`src/rtl/bus_rx_queue_if.sv`:
```
// Handshake bundle between the shared datapath bus, the receive queue and its consumer.
// Latency: none; this is wiring only.
// Backpressure: carried by out_ready; a full queue drops strobed words and raises overflow.
//
// Signals:
//   bus_in/bus_src/bus_strobe  capture side: bus word, driver tag, capture request
//   out_data/out_src/out_valid/out_ready  consumer side valid/ready handshake
//   count/full/empty/overflow/ovf_clr     occupancy status and sticky drop flag
interface bus_rx_queue_if #(
    parameter int WIDTH = 32,
    parameter int DEPTH = 4,
    parameter int SRC_W = 3
);
    localparam int CW = $clog2(DEPTH) + 1;

    logic [WIDTH-1:0] bus_in;
    logic [SRC_W-1:0] bus_src;
    logic             bus_strobe;
    logic [WIDTH-1:0] out_data;
    logic [SRC_W-1:0] out_src;
    logic             out_valid;
    logic             out_ready;
    logic [CW-1:0]    count;
    logic             full;
    logic             empty;
    logic             overflow;
    logic             ovf_clr;

    // Environment side: drives the bus and the consumer controls.
    modport master (
        output bus_in, bus_src, bus_strobe, out_ready, ovf_clr,
        input  out_data, out_src, out_valid, count, full, empty, overflow
    );

    // Queue side.
    modport slave (
        input  bus_in, bus_src, bus_strobe, out_ready, ovf_clr,
        output out_data, out_src, out_valid, count, full, empty, overflow
    );
endinterface

```
`src/rtl/bus_rx_queue.sv`:
```
// Captures {bus_src, bus_in} on every bus_strobe into a DEPTH-entry FIFO drained by valid/ready.
// Latency: a word strobed in cycle N is at the head with out_valid=1 in cycle N+1 (no bypass).
// Backpressure: when full and not popping, a strobed word is dropped and sticky overflow is set.
//
// Ports:
//   clk    rising-edge clock for all state
//   rst_n  asynchronous active-low reset; clears pointers, count, storage and overflow
//   bif    bus_rx_queue_if.slave: bus capture inputs, consumer handshake, status outputs
module bus_rx_queue #(
    parameter int WIDTH = 32,
    parameter int DEPTH = 4,
    parameter int SRC_W = 3
) (
    input  logic         clk,
    input  logic         rst_n,
    bus_rx_queue_if.slave bif
);
    localparam int AW = $clog2(DEPTH);
    localparam int CW = AW + 1;
    localparam int EW = SRC_W + WIDTH;

    logic [EW-1:0] mem_q [DEPTH];
    logic [AW-1:0] wr_ptr_q, wr_ptr_d;
    logic [AW-1:0] rd_ptr_q, rd_ptr_d;
    logic [CW-1:0] count_q, count_d;
    logic          overflow_q, overflow_d;

    logic full, empty, push, pop, drop;

    assign full  = (count_q == CW'(DEPTH));
    assign empty = (count_q == '0);
    // out_valid is ~empty, so out_ready while empty never pops.
    assign pop   = ~empty & bif.out_ready;
    // A pop in the same cycle frees the slot the strobed word needs.
    assign push  = bif.bus_strobe & (~full | pop);
    assign drop  = bif.bus_strobe & ~push;

    // DEPTH is a power of two, so pointer wrap is the natural AW-bit rollover.
    assign wr_ptr_d = wr_ptr_q + AW'(push);
    assign rd_ptr_d = rd_ptr_q + AW'(pop);
    assign count_d  = count_q + CW'(push) - CW'(pop);
    // A drop in the same cycle as ovf_clr keeps the flag set.
    assign overflow_d = drop | (overflow_q & ~bif.ovf_clr);

    always_ff @(posedge clk or negedge rst_n) begin
        if (!rst_n) begin
            wr_ptr_q   <= '0;
            rd_ptr_q   <= '0;
            count_q    <= '0;
            overflow_q <= 1'b0;
            for (int i = 0; i < DEPTH; i++) begin
                mem_q[i] <= '0;
            end
        end else begin
            wr_ptr_q   <= wr_ptr_d;
            rd_ptr_q   <= rd_ptr_d;
            count_q    <= count_d;
            overflow_q <= overflow_d;
            if (push) begin
                mem_q[wr_ptr_q] <= {bif.bus_src, bif.bus_in};
            end
        end
    end

    logic [EW-1:0] head;
    assign head = empty ? '0 : mem_q[rd_ptr_q];

    assign bif.out_data  = head[WIDTH-1:0];
    assign bif.out_src   = head[EW-1:WIDTH];
    assign bif.out_valid = ~empty;
    assign bif.count     = count_q;
    assign bif.full      = full;
    assign bif.empty     = empty;
    assign bif.overflow  = overflow_q;
endmodule
```
`src/flat_wrapper.sv`:
```
// flat-port wrapper written by rule: the top's interface ports become plain ports
module bus_rx_queue_flat 
#(
    parameter int WIDTH = 32,
    parameter int DEPTH = 4,
    parameter int SRC_W = 3
)
  (clk, rst_n, bif_bus_in, bif_bus_src, bif_bus_strobe, bif_out_ready, bif_ovf_clr, bif_out_data, bif_out_src, bif_out_valid, bif_count, bif_full, bif_empty, bif_overflow);
  bus_rx_queue_if #(.WIDTH(WIDTH), .DEPTH(DEPTH), .SRC_W(SRC_W)) bif_i ();
  input  logic clk;
  input  logic rst_n;
  input wire logic [$bits(bif_i.bus_in)-1:0] bif_bus_in;
  input wire logic [$bits(bif_i.bus_src)-1:0] bif_bus_src;
  input wire logic [$bits(bif_i.bus_strobe)-1:0] bif_bus_strobe;
  input wire logic [$bits(bif_i.out_ready)-1:0] bif_out_ready;
  input wire logic [$bits(bif_i.ovf_clr)-1:0] bif_ovf_clr;
  output wire logic [$bits(bif_i.out_data)-1:0] bif_out_data;
  output wire logic [$bits(bif_i.out_src)-1:0] bif_out_src;
  output wire logic [$bits(bif_i.out_valid)-1:0] bif_out_valid;
  output wire logic [$bits(bif_i.count)-1:0] bif_count;
  output wire logic [$bits(bif_i.full)-1:0] bif_full;
  output wire logic [$bits(bif_i.empty)-1:0] bif_empty;
  output wire logic [$bits(bif_i.overflow)-1:0] bif_overflow;
  assign bif_i.bus_in = bif_bus_in;
  assign bif_i.bus_src = bif_bus_src;
  assign bif_i.bus_strobe = bif_bus_strobe;
  assign bif_i.out_ready = bif_out_ready;
  assign bif_i.ovf_clr = bif_ovf_clr;
  assign bif_out_data = bif_i.out_data;
  assign bif_out_src = bif_i.out_src;
  assign bif_out_valid = bif_i.out_valid;
  assign bif_count = bif_i.count;
  assign bif_full = bif_i.full;
  assign bif_empty = bif_i.empty;
  assign bif_overflow = bif_i.overflow;
  bus_rx_queue #(.WIDTH(WIDTH), .DEPTH(DEPTH), .SRC_W(SRC_W)) u_core (.clk(clk), .rst_n(rst_n), .bif(bif_i));
endmodule
```
`config.mk`:
```
export PLATFORM = sky130hd
export DESIGN_NAME = bus_rx_queue_flat
export DESIGN_NICKNAME = d
export VERILOG_FILES = /design/src/rtl/bus_rx_queue_if.sv /design/src/rtl/bus_rx_queue.sv /design/src/flat_wrapper.sv
export SDC_FILE = /design/constraint.sdc
export NUM_CORES = 1
export LEC_CHECK = 0
export BUFFER_PORTS_ARGS = -buffer_cell sky130_fd_sc_hd__buf_4
export CAP_MARGIN = 5
export CORE_MARGIN = 2
export CORE_UTILIZATION = 45
export DETAILED_ROUTE_END_ITERATION = 6
export SLEW_MARGIN = 20
export SYNTH_ARGS = -nofsm -noshare
export SYNTH_HDL_FRONTEND = slang
export SYNTH_SLANG_ARGS = --single-unit
```
`constraint.sdc`:
```
create_clock -name clk -period 6.9 [get_ports clk]
set_input_delay 1.725 -clock clk [delete_from_list [all_inputs] [get_ports clk]]
set_output_delay 1.725 -clock clk [all_outputs]
set_load 0.005 [all_outputs]
```
Word-level counts from Yosys, hierarchy flattened
Index checks and enable logic that the tools add are counted.

Bits in registers: 148. Input bits: 40. Output and inout port bits: 42.

$add $sub $neg: 4. Order comparisons: 3. Eq/ne operators: 1. Mux-type cells: 7. Bitwise logic cells: 12. Reduce and logical (&&, ||, !) cells: 2.

Operators by type and width (count): 140-bit bitwise mux (1); 35-bit two-way mux (4); 35-bit binary-select mux with 2-bit select (1); 35-bit demux with 2-bit select (1); 3-bit >= comparator, second input constant (2); 2-bit NOT with 3-bit output (2); 2-bit by 1-bit adder with 2-bit output (2); 1-bit AND (4); 1-bit NOT (4); 3-bit by 1-bit adder with 3-bit output (1); 3-bit equality test, second input constant (1); 3-bit zero test (1); 3-bit by 1-bit less-than comparator with 1-bit output, second input constant (1); 3-bit by 1-bit subtractor with 3-bit output (1); 1-bit bitwise OR (2); 1-bit logical AND (1).

Longest topological paths before layout
Gate-level depths: netlist of run 1.

Word-level depth: 8. Depth in mapped cells: 11. Gate-level depth less buffers: 9.

Least setup slack after synthesis of run 1
No wires, ideal clock.

Kind: flip-flop to output port. Start: register u_core.rd_ptr_q[0]. End: output port bif_out_data[10]. Arrival: 1.508 ns. Data required time: 5.175 ns. Setup slack: 3.667 ns. Stages on the path, launching flop included: 5. Path through: dfrtp_1 > buf_2 > buf_2 > mux4_2 > nor2b_1.

Word-level cells in the longest chain between the ends: 5.

Ends and longest elaborated chain: start: declaration (line bus_rx_queue.sv:24) `logic [AW-1:0] rd_ptr_q, rd_ptr_d;`; start signal: assignment (line bus_rx_queue.sv:56) `rd_ptr_q <= rd_ptr_d;`; 2-bit NOT with 3-bit output (implied by the code) (line bus_rx_queue.sv:66) `assign head = empty ? '0 : mem_q[rd_ptr_q];`; 35-bit binary-select mux with 2-bit select (line bus_rx_queue.sv:66); 35-bit two-way mux (implied by the code) (2 in series) (line bus_rx_queue.sv:66); 35-bit two-way mux (line bus_rx_queue.sv:66); end: declaration (line flat_wrapper.sv:17) `output wire logic [$bits(bif_i.out_data)-1:0] bif_out_data;`.

No other way between the ends. The select of a mux whose other input is x is not followed.

Final worst setup path of run 1
Start: register u_core.rd_ptr_q[0]. End: output port bif_out_data[3].

Same word-level chain as after synthesis.

==> summary.txt, run 1 <==
Run status
  – Outcome: finished clean

Detailed routing
  – Drt total wl: 13420 um
  – Initial drt markers: 121
  – DR vias: 3711
  – Routed len/inst: 19.37 um
  – Total iterations of the first detailed-routing run: 4
  – Post-DRT Antenna Nets: 0
  – Drc violations: 0
  – Routed vias/inst: 5.355

Clock network
  – Inserted Clock Buffers: 17
  – H-tree levels: 4
  – CTS Sinks: 148
  – CTS Buffer Depth: 2
  – Clk pin slew, worst setup/hold paths: 0.06 ns
  – Setup bufs post-CTS: 0
  – Resized Gates After CTS: 0
  – Clock tree root driver cell: clkbuf_16
  – CTS tree: built
  – Hold Buf Count CTS: 0
  – Clk_lat worst skew: 0.42 ns

Timing
  – Final setup skew: 0.008979 ns
  – Fin worst setup slack: 2.686 ns
  – Period minus WS final: 4.214 ns
  – Worst-margin pin slew: 0.9992 ns
  – Final setup TNS: 0 ns
  – Fmax: 0.2373 GHz
  – Final slew viol count: 0
  – RSZ-0062 raised after global routing: no
  – Final Hold Fails: 0
  – Fin crit share: 61.07%
  – Rel. slew slack: 33.38%
  – Final setup violation count: 0

Logic synthesis
  – Syn Nets: 456
  – Synth cell types: 26
  – #FFs+latches synth: 148
  – Area of the mapped netlist: 0.006843 mm2
  – Avg Cell Area, Syn: 16.65 um2
  – Synth Instances: 411
  – Seq/Total Area, Yosys: 54.12%
  – Top cells by area, synth: dfrtp_1 54%, mux2_2 18%, mux4_2 12%, mux2_4 7.0%, nor2b_1 3.2%
  – Synth top area share: 54.12%
  – Top cell type by total area after synthesis: dfrtp_1
  – Yosys warns: 0

Placed design
  – GPL Wtd Cong: 0.6742
  – Inst Count DP: 661
  – Port Buf Inserts: 81
  – DP Wirelength: 7843 um
  – Pre-CTS WS: 3.052 ns

Cells and area
  – # fillers: 1264
  – Share of cells above drive strength 1: 60.00%
  – Layout Nets: 537
  – Finished Layout Cells: 693
  – Area Growth Syn to Fin: 19.55%
  – Diodes inserted: 0

Hold path
  – Hold endpoint: u_core.mem_q[23]$_DFFE_PN0P_
  – HP Class: reg -> reg
  – Hold depth: 1
  – Hold Crit Start: u_core.mem_q[23]$_DFFE_PN0P_

Worst setup path
  – Setup CP Type: reg -> out
  – Depth of the worst register-to-register path: 9
  – Worst setup SP type: register
  – Crit path from: u_core.rd_ptr_q[0]$_DFF_PN0_
  – Worst reg2reg setup slack: 4.25 ns
  – CP max FO: 25
  – Crit end category: output port
  – Req. time, crit path: 5.18 ns
  – RR Endpoint: u_core.bif.count[2]$_DFF_PN0_
  – CP arrival: 2.49 ns
  – Reg2reg start: u_core.bif.count[1]$_DFF_PN0_

Die
  – Core Footprint: 0.01503 mm2
  – Die width: 127.3 um
  – Die Y-Extent: 127.3 um
  – DIE AREA: 0.01621 mm2
  – # rows: 45
  – Initial Util: 45.52%
  – Io pins: 82

GRT
  – Vias in the first global route: 4086
  – All-Layer GR Usage: 17.88%
  – Initial antenna violation count: 0
  – Largest net degree at the start of global routing: 94
  – Grt total ovfl: 0
  – First-pass GRT wire length: 22040 um

Pwr
  – Max VDD drop: 0.3867 mV
  – PD cells: 540.0 mW/mm2
  – Leak: 3.618 nW

Run
  – Maximum capacitance violations: 0
==> flip-flops by register name, indices dropped and copies added (netlist names) <==
| signal | count |
|---|---|
| u_core.bif.count | 3 |
| u_core.mem_q | 140 |
| u_core.wr_ptr_q | 2 |
| u_core.rd_ptr_q | 2 |
| u_core.bif.overflow | 1 |
==> worst max-delay path, stage by stage, from the launching register on <==
cell,delay [ns]
dfrtp_2,0.61
buf_4,0.54
mux4_2,0.58
nor2b_1,0.17
buf_4,0.16
==> cell families (layout without fill, tap and decap cells) <==
logic type               count (synthesis)  in the layout  synth area share [%]
AO/OA/AOI/OAI                            1              1                0.1463
adder cells (fa/ha/maj)                  5              5                 1.024
AND/OR/NAND/NOR                         45             45                 4.626
flip-flops                             148            148                 54.12
multiplexers                           175            175                 36.31
XOR/XNOR                                 4              4                0.5121
buffers and inverters                   33            127                 3.255
==> per-layer routing <==
metal | part of all wire, % | vias to the layer above | track usage [%] | wire [um]
met3 | 4.5 | 8 | 4.899 | 608
li1 | - | 1655 | - | -
met4 | 0.93 | 0 | 5.171 | 125
met2 | 48 | 74 | 27.46 | 6455
met5 | 0 | - | 0 | 0
met1 | 46 | 1974 | 25.23 | 6233
==> Yosys cell counts <==
cell and instances:
inv_1 7, mux2_4 32, buf_12 3, xnor2_1 2
and2b_2 1, nor3_2 1, nor3_1 1, a32o_1 1
and4bb_2 1, nor4b_4 1, nand2_1 1, or4b_1 1
buf_1 1, clkbuf_1 7, mux2_2 108, nor3b_1 1
fa_1 1, ha_1 4, nor3b_2 1, dfrtp_1 148
nor2b_1 35, mux4_2 35, nor2_1 1, buf_2 10
xor2_1 2, buf_6 5
==> power breakdown <==
group          switching, W  total, W  internal [W]
combinational      0.000605   0.00184       0.00123
clock              0.000356  0.000959      0.000603
sequential         0.000303   0.00162       0.00132
==> per-stage QoR <==
| step | total power (W) | hold WS (ns) | instance area (um2) | utilization (%) |
|---|---|---|---|---|
| 4_1_cts | 0.004483 | 0.5042 | 8180 | 54.42 |
| 5_1_grt | 0.004704 | 0.5147 | 8180 | 54.42 |
| 3_5_place_dp | 0.003508 | 0.4885 | 7566 | 50.33 |
| 3_3_place_gp | 0.003461 | 0.4841 | 7566 | 50.33 |
| 2_1_floorplan | 0.002848 | 0.4689 | 6843 | - |
| 6_report | 0.004417 | 0.5003 | 8180 | 54.42 |
==> worst max path at each step <==
stage | endpoint | slack, ns | cells after the start
floorplan | bif_out_data[10] | 3.67 | 4
global placement | bif_out_data[20] | 3.05 | 4
detailed placement | bif_out_data[20] | 3.05 | 4
CTS | bif_out_data[3] | 2.59 | 4
global route | bif_out_data[3] | 2.48 | 4
finish | bif_out_data[3] | 2.69 | 4
==> layout by cell type (no fill, tap or decap) <==
cell type	count
mux2_2	108
clkbuf_1	1
mux4_2	35
ha_1	4
nor3_4	1
inv_6	1
fa_1	1
bufinv_16	4
nor4b_4	1
nand2_1	1
nor3b_4	1
xor2_1	2
nor2b_1	35
or4b_2	1
nor3_2	1
nor3b_1	1
mux2_4	32
clkinv_2	5
clkbuf_16	17
clkinvlp_4	3
and2b_2	1
xnor2_1	2
buf_4	87
a32o_1	1
and4bb_2	1
dfrtp_1	146
dfrtp_2	2
nor2_1	1
clkinv_4	1
inv_1	7
buf_6	1
==> cell type report <==
| class | count | area [um2] | area share (%) |
|---|---|---|---|
| repair buffers | 88 | 664.4 | 8.122 |
| well taps | 188 | 235.2 | 2.876 |
| inverters | 7 | 26.28 | 0.3212 |
| clock inverters | 14 | 185.2 | 2.264 |
| multi-input cells | 230 | 2934 | 35.87 |
| clock buffers | 18 | 429.2 | 5.246 |
| flip-flops and latches | 148 | 3706 | 45.30 |
Power figures use the tool's default switching activity.
==> run 2: changes to the inputs <==
==> constraint.sdc (replaced) <==
create_clock -name clk -period 4.2 [get_ports clk]
set_input_delay 1.05 -clock clk [delete_from_list [all_inputs] [get_ports clk]]
set_output_delay 1.05 -clock clk [all_outputs]
set_load 0.005 [all_outputs]
==> run 2 against run 1 <==
Flip-flop and latch count unchanged. Worst setup slack worse by 1.9 ns. Global-route usage up 0.55 points. Final cell count up 0.43%. Total power up 64%. Register-to-register slack worse by 2.6 ns. Clock power up 60%. Combinational power up 64%. Via count up 1.0%. Sequential power up 66%. Core utilization up 0.12 points. Sequential share of layout area down 0.10 points. Critical endpoint is now bif_out_data[16]. Highest routed layer unchanged.
==> summary.txt, run 2 (same netlist as run 1, synthesis figures left out) <==
Clock network
  – Resized Gates After CTS: 0 (unchanged)
  – Clock tree root driver cell: clkbuf_16 (unchanged)
  – Setup bufs post-CTS: 0 (unchanged)
  – H-tree levels: 4 (unchanged)
  – CTS Buffer Depth: 2 (unchanged)
  – Inserted Clock Buffers: 17 (unchanged)
  – CTS Sinks: 148 (unchanged)
  – Clk_lat worst skew: 0.42 ns (about the same)
  – Clk pin slew, worst setup/hold paths: 0.05 ns (was 0.06 ns)
  – Hold Buf Count CTS: 0 (unchanged)
  – CTS tree: built (unchanged)

Placed design
  – Placed cell area: 0.007601 mm2 (was 0.007566 mm2)
  – DP Wirelength: 8257 um (was 7843 um)
  – GPL Wtd Cong: 0.7024 (was 0.6742)
  – Port Buf Inserts: 81 (unchanged)

Timing
  – Fmax: 0.2967 GHz
  – Rel. slew slack: 30.30% (was 33.38%)
  – RSZ-0062 raised after global routing: no (unchanged)
  – Final Hold Fails: 0 (unchanged)
  – Final slew viol count: 0 (unchanged)
  – Fin crit share: 80.26%
  – Final setup TNS: 0 ns (unchanged)
  – Final setup skew: 0.004893 ns (was 0.008979 ns)
  – Final setup violation count: 0 (unchanged)
  – Worst-margin pin slew: 1.045 ns (was 0.9992 ns)
  – Period minus WS final: 3.371 ns

Run status
  – Outcome: finished clean (unchanged)

Hold path
  – Hold endpoint: u_core.mem_q[52]$_DFFE_PN0P_ (was u_core.mem_q[23]$_DFFE_PN0P_)
  – Hold depth: 1 (unchanged)
  – HP Class: reg -> reg (unchanged)
  – Hold Crit Start: u_core.mem_q[52]$_DFFE_PN0P_ (was u_core.mem_q[23]$_DFFE_PN0P_)

Cells and area
  – Area Growth Syn to Fin: 19.82% (was 19.55%)
  – Most common cell after layout, fill and taps aside: dfrtp_1 (unchanged)
  – Top reg by flops: u_core.mem_q (unchanged)
  – Diodes inserted: 0 (unchanged)
  – # fillers: 1225 (was 1264)
  – Layout Nets: 540 (was 537)
  – Most frequent cells in the layout: 146 x dfrtp_1, 108 x mux2_2, 89 x buf_4, 35 x mux4_2, 35 x nor2b_1 (was 146 x dfrtp_1, 108 x mux2_2, 87 x buf_4, 35 x mux4_2, 35 x nor2b_1)
  – Max FFs per register: 140 (unchanged)
  – Design Area, Final: 0.008199 mm2 (was 0.008180 mm2)
  – Share of cells above drive strength 1: 59.65% (was 60.00%)

Worst setup path
  – CP arrival: 2.32 ns (was 2.49 ns)
  – CP max FO: 21 (was 25)
  – CP max-delay cell: dfrtp_2 (unchanged)
  – Depth of the worst register-to-register path: 4 (was 9)
  – Worst setup SP type: register (unchanged)
  – RR Endpoint: u_core.mem_q[122]$_DFFE_PN0P_ (was u_core.bif.count[2]$_DFF_PN0_)
  – Reg2reg start: u_core.bif.count[1]$_DFF_PN0_ (unchanged)
  – Crit-path max cell delay: 0.76 ns (was 0.61 ns)
  – Crit path from: u_core.rd_ptr_q[0]$_DFF_PN0_ (unchanged)
  – Req. time, crit path: 3.15 ns (was 5.18 ns)
  – Worst reg2reg setup slack: 1.66 ns (was 4.25 ns)
  – Cell breakdown of the critical path: buf_12, mux4_2, nor2b_1, buf_4 (was buf_4, mux4_2, nor2b_1, buf_4)
  – Setup CP Type: reg -> out (unchanged)
  – Crit end category: output port (unchanged)

Die
  – Initial Util: 45.52% (unchanged)
  – Io pins: 82 (unchanged)
  – Die width: 127.3 um (unchanged)
  – Die Y-Extent: 127.3 um (unchanged)
  – # rows: 45 (unchanged)
  – Core Footprint: 0.01503 mm2 (unchanged)
  – DIE AREA: 0.01621 mm2 (unchanged)

GRT
  – First-pass GRT wire length: 22510 um (was 22040 um)
  – Largest net degree at the start of global routing: 118 (was 94)
  – All-Layer GR Usage: 18.43% (was 17.88%)
  – Initial antenna violation count: 0 (unchanged)
  – Grt total ovfl: 0 (unchanged)
  – Vias in the first global route: 4174 (was 4086)

Pwr
  – PD cells: 884.5 mW/mm2 (was 540.0 mW/mm2)
  – Max VDD drop: 0.4191 mV (was 0.3867 mV)
  – Leak: 3.626 nW (was 3.618 nW)

Detailed routing
  – Total iterations of the first detailed-routing run: 5 (was 4)
  – DR vias: 3749 (was 3711)
  – Routed vias/inst: 5.386 (was 5.355)
  – Routed len/inst: 19.58 um (was 19.37 um)
  – Initial drt markers: 174 (was 121)
  – Drt total wl: 13630 um (was 13420 um)
  – Post-DRT Antenna Nets: 0 (unchanged)
  – Drc violations: 0 (unchanged)

Run
  – Maximum capacitance violations: 0 (unchanged)
run 2: changes by cell type in the layout (fill, tap and decap cells not counted):
cell,before,now
buf_6,1,0
bufinv_16,4,3
clkbuf_1,1,4
clkbuf_8,0,3
buf_12,0,1
buf_4,87,89
clkinv_4,1,0
clkinv_2,5,3
inv_6,1,0
run 2: worst max-delay path, delay by kind of cell, from the launching register on:
family                 cells  cell delay [ns]
AND/OR/NAND/NOR            1             0.16
buffers and inverters      2             0.45
flip-flops                 1             0.76
multiplexers               1             0.52
run 2: per-layer routing:
layer  GRT usage [%]  up-vias  share of wire [%]
li1                -     1664                  -
met1           24.37     1999                 45
met3           5.444       15                4.7
met4           5.818        0                1.2
met5               0        -                  0
met2           29.60       71                 49
run 2: final cells by class:
| type | instances | area [um2] | share of cell area [%] |
|---|---|---|---|
| clock buffer | 23 | 467.9 | 5.707 |
| clock inverter | 9 | 127.6 | 1.557 |
| inverter | 7 | 26.28 | 0.3205 |
| multi-input combinational | 230 | 2934 | 35.79 |
| sequential | 148 | 3706 | 45.20 |
| tap | 188 | 235.2 | 2.869 |
| timing repair buffer | 91 | 701.9 | 8.561 |
run 2: worst max-delay path by stage:
stage | to | cells past startpoint
global route | bif_out_data[21] | 4
finish | bif_out_data[16] | 4
detailed placement | u_core.mem_q[122]$_DFFE_PN0P_ | 5
floorplan | u_core.bif.count[2]$_DFF_PN0_ | 11
CTS | bif_out_data[4] | 4
global placement | u_core.mem_q[128]$_DFFE_PN0P_ | 5
run 2: through the flow:
step | power (W) | cells | worst slack [ns] | hold slack, ns | utilization [%]
2_1_floorplan | 0.004680 | 411 | 1.559 | 0.4689 | -
3_3_place_gp | 0.005708 | 664 | 1.036 | 0.4821 | 50.56
3_5_place_dp | 0.005801 | 664 | 0.9812 | 0.4899 | 50.56
4_1_cts | 0.007367 | 696 | 0.7552 | 0.5034 | 54.52
5_1_grt | 0.007732 | 696 | 0.6641 | 0.5175 | 54.54
6_report | 0.007252 | 696 | 0.8292 | 0.4998 | 54.54
run 2: where the power goes:
part | switching [W] | leakage (nW) | total (W) | internal (W)
Sequential | 0.000530 | 1.75 | 0.00269 | 0.00216
Combinational | 0.000972 | 1.59 | 0.00302 | 0.00205
Clock | 0.000572 | 0.283 | 0.00153 | 0.000962
